## config.mk

```make
export PLATFORM = sky130hd
export DESIGN_NAME = mmio_io_ctrl
export DESIGN_NICKNAME = d
export VERILOG_FILES = /design/src/rtl/mmio_io_ctrl_pkg.sv /design/src/rtl/mmio_io_ctrl_rx_fifo.sv /design/src/rtl/mmio_io_ctrl.sv
export SDC_FILE = /design/constraint.sdc
export NUM_CORES = 1
export LEC_CHECK = 0
export CAP_MARGIN = 20
export CORE_MARGIN = 1
export CORE_UTILIZATION = 35
export DETAILED_ROUTE_END_ITERATION = 6
export GPL_TIMING_DRIVEN = 0
export PLACE_DENSITY = 0.57
export SYNTH_ARGS = -nofsm -noshare
export SYNTH_HDL_FRONTEND = slang
export SYNTH_SLANG_ARGS = --single-unit
export TNS_END_PERCENT = 10
```

## constraint.sdc

```tcl
create_clock -name clk -period 5.3 [get_ports clk]
set_input_delay 1.59 -clock clk [delete_from_list [all_inputs] [get_ports clk]]
set_output_delay 1.59 -clock clk [all_outputs]
set_load 0.01 [all_outputs]
```

## src/rtl/mmio_io_ctrl_pkg.sv

```systemverilog
// Shared constants for the MMIO controller: region nibble, register offsets, status bit positions.
package mmio_io_ctrl_pkg;

  localparam logic [3:0] MMIO_REGION = 4'h8;

  localparam logic [7:0] TX_STAT  = 8'h00;
  localparam logic [7:0] TX_DATA  = 8'h04;
  localparam logic [7:0] RX_STAT  = 8'h08;
  localparam logic [7:0] RX_DATA  = 8'h0C;
  localparam logic [7:0] CNT_BASE = 8'h10;

  localparam int TX_RDY_BIT = 0;
  localparam int TX_OVF_BIT = 1;
  localparam int RX_NE_BIT  = 0;

  typedef enum logic [2:0] {
    TGT_NONE,
    TGT_TX_STAT,
    TGT_TX_DATA,
    TGT_RX_STAT,
    TGT_RX_DATA,
    TGT_CNT,
    TGT_CLR
  } tgt_e;

  // Offset of counter idx; idx == NUM_CNT gives the clear register.
  function automatic logic [7:0] cnt_offset(input int idx);
    return CNT_BASE + 8'(4 * idx);
  endfunction

endpackage

```

## src/rtl/mmio_io_ctrl_rx_fifo.sv

```systemverilog
// mmio_rx_fifo: small power-of-two FIFO used as the RX buffer when MMIO_RX_FIFO_EN is defined.
module mmio_rx_fifo #(
  parameter int WIDTH = 8,
  parameter int DEPTH = 4
) (
  input  logic             clk,
  input  logic             reset_n,
  input  logic             push,
  input  logic             pop,
  input  logic [WIDTH-1:0] wdata,
  output logic [WIDTH-1:0] rdata,
  output logic             empty,
  output logic             full
);

  localparam int AW = (DEPTH > 1) ? $clog2(DEPTH) : 1;

  logic [WIDTH-1:0] mem [DEPTH];
  logic [AW-1:0]    rd_ptr;
  logic [AW-1:0]    wr_ptr;
  logic [AW:0]      count;
  logic             do_push;
  logic             do_pop;

  assign do_push = push & ~full;
  assign do_pop  = pop & ~empty;
  assign empty   = (count == '0);
  assign full    = (count == (AW+1)'(DEPTH));
  assign rdata   = mem[rd_ptr];

  always_ff @(posedge clk) begin
    if (do_push) mem[wr_ptr] <= wdata;
  end

  // Pointers wrap naturally because DEPTH is a power of two.
  always_ff @(posedge clk) begin
    if (!reset_n) begin
      rd_ptr <= '0;
      wr_ptr <= '0;
      count  <= '0;
    end else begin
      if (do_push) wr_ptr <= wr_ptr + AW'(1);
      if (do_pop)  rd_ptr <= rd_ptr + AW'(1);
      case ({do_push, do_pop})
        2'b10:   count <= count + (AW+1)'(1);
        2'b01:   count <= count - (AW+1)'(1);
        default: count <= count;
      endcase
    end
  end

endmodule

```

## src/rtl/mmio_io_ctrl.sv

```systemverilog
// Registered MMIO controller for the 0x8xxxxxxx region: UART TX/RX buffers and event counters.
// Define MMIO_RX_FIFO_EN to replace the single-entry RX register with an RX_DEPTH-entry FIFO.
module mmio_io_ctrl
  import mmio_io_ctrl_pkg::*;
#(
  parameter int DATA_W   = 32,
  parameter int NUM_CNT  = 2,
  parameter int CNT_W    = 32,
  parameter int RX_DEPTH = 4
) (
  input  logic              clk,
  input  logic              reset_n,
  input  logic              stall,
  input  logic [31:0]       addrE,
  input  logic              reE,
  input  logic [3:0]        weE,
  input  logic [DATA_W-1:0] wdataE,
  output logic [DATA_W-1:0] rdataM,
  output logic              errM,
  input  logic [NUM_CNT-1:0] cnt_inc,
  output logic [7:0]        tx_data,
  output logic              tx_valid,
  input  logic              tx_ready,
  input  logic [7:0]        rx_data,
  input  logic              rx_valid,
  output logic              rx_ready
);

  localparam int CSW = (NUM_CNT > 1) ? $clog2(NUM_CNT) : 1;

  logic [7:0]        off;
  logic              is_wr, is_rd, acc, err;
  logic              ok_rd, ok_wr;
  tgt_e              tgt;
  logic [CSW-1:0]    cnt_sel;
  logic [DATA_W-1:0] rd_next;
  logic              tx_full, tx_ovf, tx_wr, tx_hs, stat_rd;
  logic              rx_empty, rx_full, rx_push, rx_pop;
  logic [7:0]        rx_head;
  logic              cnt_clr;
  logic [CNT_W-1:0]  cnt [NUM_CNT];
  logic              unused_bits;

  assign off   = addrE[7:0];
  assign is_wr = |weE;
  assign is_rd = reE & ~is_wr;
  assign acc   = (addrE[31:28] == MMIO_REGION) & (reE | is_wr) & ~stall;
  assign unused_bits = ^{addrE[27:8], wdataE};

  always_comb begin
    tgt     = TGT_NONE;
    cnt_sel = '0;
    case (off)
      TX_STAT: tgt = TGT_TX_STAT;
      TX_DATA: tgt = TGT_TX_DATA;
      RX_STAT: tgt = TGT_RX_STAT;
      RX_DATA: tgt = TGT_RX_DATA;
      default: begin
        for (int i = 0; i < NUM_CNT; i++) begin
          if (off == cnt_offset(i)) begin
            tgt     = TGT_CNT;
            cnt_sel = CSW'(i);
          end
        end
        if (off == cnt_offset(NUM_CNT)) tgt = TGT_CLR;
      end
    endcase
  end

  // Direction checks: wrong-direction access or a TX store without the low byte lane is an error.
  always_comb begin
    err = 1'b0;
    case (tgt)
      TGT_NONE:    err = 1'b1;
      TGT_TX_DATA: err = is_rd | ~weE[0];
      TGT_CLR:     err = is_rd;
      default:     err = is_wr;
    endcase
  end

  assign ok_rd   = acc & ~err & is_rd;
  assign ok_wr   = acc & ~err & is_wr;
  assign tx_wr   = ok_wr & (tgt == TGT_TX_DATA);
  assign tx_hs   = tx_full & tx_ready;
  assign stat_rd = ok_rd & (tgt == TGT_TX_STAT);
  assign rx_push = rx_valid & rx_ready;
  assign rx_pop  = ok_rd & (tgt == TGT_RX_DATA) & ~rx_empty;
  assign cnt_clr = ok_wr & (tgt == TGT_CLR);
  assign tx_valid = tx_full;
  assign rx_ready = ~rx_full & reset_n;

  always_comb begin
    rd_next = '0;
    if (ok_rd) begin
      case (tgt)
        TGT_TX_STAT: begin
          rd_next[TX_RDY_BIT] = ~tx_full;
          rd_next[TX_OVF_BIT] = tx_ovf;
        end
        TGT_RX_STAT: rd_next[RX_NE_BIT] = ~rx_empty;
        TGT_RX_DATA: if (!rx_empty) rd_next[7:0] = rx_head;
        TGT_CNT:     rd_next[CNT_W-1:0] = cnt[cnt_sel];
        default:     rd_next = '0;
      endcase
    end
  end

  // A store while full is dropped even if the UART drains in the same cycle.
  always_ff @(posedge clk) begin
    if (!reset_n) begin
      rdataM  <= '0;
      errM    <= 1'b0;
      tx_full <= 1'b0;
      tx_data <= '0;
      tx_ovf  <= 1'b0;
    end else begin
      rdataM <= rd_next;
      errM   <= acc & err;
      if (tx_wr && !tx_full) begin
        tx_full <= 1'b1;
        tx_data <= wdataE[7:0];
      end else if (tx_hs) begin
        tx_full <= 1'b0;
      end
      if (tx_wr && tx_full) tx_ovf <= 1'b1;
      else if (stat_rd)     tx_ovf <= 1'b0;
    end
  end

  always_ff @(posedge clk) begin
    for (int i = 0; i < NUM_CNT; i++) begin
      if (!reset_n || cnt_clr) cnt[i] <= '0;
      else if (cnt_inc[i])     cnt[i] <= cnt[i] + CNT_W'(1);
    end
  end

`ifdef MMIO_RX_FIFO_EN
  mmio_rx_fifo #(
    .WIDTH (8),
    .DEPTH (RX_DEPTH)
  ) u_rx_fifo (
    .clk     (clk),
    .reset_n (reset_n),
    .push    (rx_push),
    .pop     (rx_pop),
    .wdata   (rx_data),
    .rdata   (rx_head),
    .empty   (rx_empty),
    .full    (rx_full)
  );
`else
  localparam int unused_rx_depth = RX_DEPTH;
  logic       rx_vld;
  logic [7:0] rx_byte;

  always_ff @(posedge clk) begin
    if (!reset_n) begin
      rx_vld  <= 1'b0;
      rx_byte <= '0;
    end else if (rx_push) begin
      rx_vld  <= 1'b1;
      rx_byte <= rx_data;
    end else if (rx_pop) begin
      rx_vld  <= 1'b0;
    end
  end

  assign rx_empty = ~rx_vld;
  assign rx_full  = rx_vld;
  assign rx_head  = rx_byte;
`endif

endmodule

```

==> impl_metrics.tcl <==
set metrics [dict create \
    synth.cell_area_um2 5914 \
    synth_edf_count 64 \
    die_y_um 132.0 \
    first_pass_iters 5 \
    pin_count 127 \
    fmax_mhz 207.9 \
    syn_inst 596 \
    fin_skew_ns 0.008031 \
    clk_pin_slew_ns 0.05 \
    antenna_found_initial 0 \
    synth_flop_cell "edfxtp_1" \
    ys_types 49 \
    drt_iter0_drc 417 \
    ys_warn_count 0 \
    fin_crit_sh 0.9076 \
    place_ws_ns 0.5010 \
    drc 0 \
    timing.final.ws_setup_ns 0.4899 \
    ir_drop_mv 0.2467 \
    final_cell_area_um2 7641 \
    drv_slew 0 \
    drt-total-wl_um 16370 \
    syn_avg_cell_area_um2 9.924 \
    fin_util 0.4624 \
    syn_nets 682 \
    setup_viol 0 \
    die-width_um 132.0 \
    cts_made_buffers 17 \
    fin_tns_setup_ns 0 \
    cts_buffer_depth 2 \
    dpl_cell_area_um2 7061 \
    clock_latency_ns 0.41 \
    worstHoldPathCells 2 \
    vias 5079 \
    critPathRequiredTime_ns 3.71 \
    cp_common_cell "clkdlybuf4s50_1" \
    die_area_um2 17420 \
    wl_per_cell_um 17.55 \
    status "finished clean" \
    slew_headroom 0.4533 \
    path_class "in -> out" \
    critPathMaxFanout 10 \
    htree_levels 4 \
    seq_area_frac_synth 0.5010 \
    cts_tree "yes" \
    min_period_ns 4.810 \
    place_congestion 0.8196 \
    fin_nets 786 \
    cp_slowest_cell "clkdlybuf4s50_1" \
    worstPathCellList "clkdlybuf4s50_1 -> inv_1 -> clkbuf_1 -> nor2_1 -> clkdlybuf4s50_1" \
    via_per_inst 5.444 \
    antenna_cells 0 \
    clock-sinks 116 \
    finalHoldViolCount 0 \
    core_area_um2 16520 \
    cts-root-buf "clkbuf_16" \
    post-cts-setup-buffer-count 0 \
    grt-ovfl-total 0 \
    grtUsageTotal 0.1947 \
    port_buffers 81 \
    synthArstFlopShare 0 \
    worst_setup_path_start_kind "input port" \
    tightest_slew_ns 0.8201 \
    p_leak_nw 2.572 \
    grt_pass1_wl_um 26430 \
    num_rows 47 \
    dpl.hpwl_um 11780 \
    cp.arrival_ns 3.22 \
    rsz0062_at_grt "no" \
    drive_gt1_frac 0.07574 \
    p_per_area_nw_per_um2 302.1 \
    cts_resized 0 \
    first_global_vias 4897 \
    drv_cap 0 \
    postRouteAntennaNets 0 \
    cp-end-kind "output port" \
    ys_ff_latch 116 \
    initial_core_util 0.3579 \
    syn_to_final_growth_pct 29.19 \
    grt_max_degree 19 \
    cts_hold_buf 0 \
    max_stage_delay_ns 0.57 \
    worstHoldPathType "reg -> reg" \
    p_total_mw 2.309 \
    worstRegToRegCells 5 \
]
==> state kept, by name (all words and copies together), names as in the netlist <==
| register | count |
|---|---|
| cnt | 64 |
| errM | 1 |
| rdataM | 32 |
| rx_byte | 8 |
| rx_full | 1 |
| tx_data | 8 |
| tx_ovf | 1 |
| tx_valid | 1 |
==> critical path: cells and delay by family <==
kind          cells  cell delay (ns)
buf+inv           4             1.48
simple gates      1             0.15
==> routing by layer <==
layer | track usage | part of all wire | vias to the layer above
li1 | - | - | 2438
met1 | 0.2590 | 0.48 | 2431
met2 | 0.3042 | 0.45 | 188
met3 | 0.03922 | 0.043 | 22
met4 | 0.09044 | 0.024 | 0
met5 | 0 | 0 | -
==> cells in the final DEF (no fill, tap or decap), types with 11 or more instances in the layout <==
cell type,netlist,final
clkdlybuf4s50_1,0,81
nand3_1,18,18
o31ai_1,21,21
mux2i_1,53,53
nand4_1,18,18
nor2_1,81,81
edfxtp_1,64,64
clkbuf_16,0,20
inv_1,13,13
nand2_1,47,47
a21oi_1,39,39
dfxtp_1,52,52
clkbuf_1,32,35
xnor2_1,13,13
nor4_1,12,12
xor2_1,11,11
or4_1,23,23
==> stage by stage <==
stage | hold slack [ns] | instances
after floorplan | 0.4381 | 596
after global placement | 0.4440 | 897
after detailed placement | 0.4526 | 901
after CTS | 0.4601 | 933
after global routing | 0.4914 | 933
final | 0.4557 | 933
==> power breakdown <==
group          leakage, nW  internal [mW]  switching, mW
clock                0.288          0.703          0.404
combinational         1.15         0.0774         0.0829
sequential            1.13          0.989         0.0517
==> synthesized netlist by cell type, types with 5 or more instances <==
library cell / n / area, um^2
o2111ai_1: 8 / 70.07
o41ai_1: 6 / 52.55
nand2_1: 47 / 176.4
and2_1: 5 / 31.28
xor2_1: 11 / 96.34
nand3_1: 18 / 90.09
o21ai_0: 5 / 25.02
a21oi_1: 39 / 195.2
mux2i_1: 53 / 530.5
edfxtp_1: 64 / 1922
and4_1: 7 / 61.31
or4_1: 23 / 172.7
dfxtp_1: 52 / 1041
nor4_1: 12 / 75.07
nor3_1: 6 / 30.03
or4b_2: 6 / 60.06
xnor2_1: 13 / 113.9
or2_2: 5 / 31.28
inv_1: 13 / 48.80
clkbuf_1: 32 / 120.1
nor2_1: 81 / 304.0
nand4_1: 18 / 112.6
o31ai_1: 21 / 157.7
or3_1: 8 / 50.05
==> cell type report <==
type | instances | area (um^2)
Sequential cell | 116 | 2963
Clock buffer | 25 | 539.3
Buffer | 38 | 160.2
Timing Repair Buffer | 85 | 870.8
Inverter | 13 | 48.80
Multi-Input combinational cell | 429 | 2743
Clock inverter | 7 | 41.29
Tap cell | 220 | 275.3
Fill cell | 1545 | 8884
==> cell families (layout without fill, tap and decap cells) <==
logic type,after synthesis,in the layout,synth area share
AO/OA/AOI/OAI,93,93,0.1049
XOR/XNOR,24,24,0.03554
adder cells (fa/ha/maj),2,2,0.004230
buffers and inverters,51,168,0.03533
flip-flops,116,116,0.5010
multiplexers,54,54,0.09160
AND/OR/NAND/NOR,256,256,0.2274
==> final timing paths <==
kind / start / end / slack, ns
worst max-delay path: reset_n / rx_ready / 0.49
worst min-delay path: tx_data[3] / tx_data[3] / 0.46
worst max register to register: cnt[0][3] / cnt[0][28] / 2.63
worst min register to register: tx_data[3] / tx_data[3] / 0.46
Note: power is estimated with default switching activity, not from simulation.
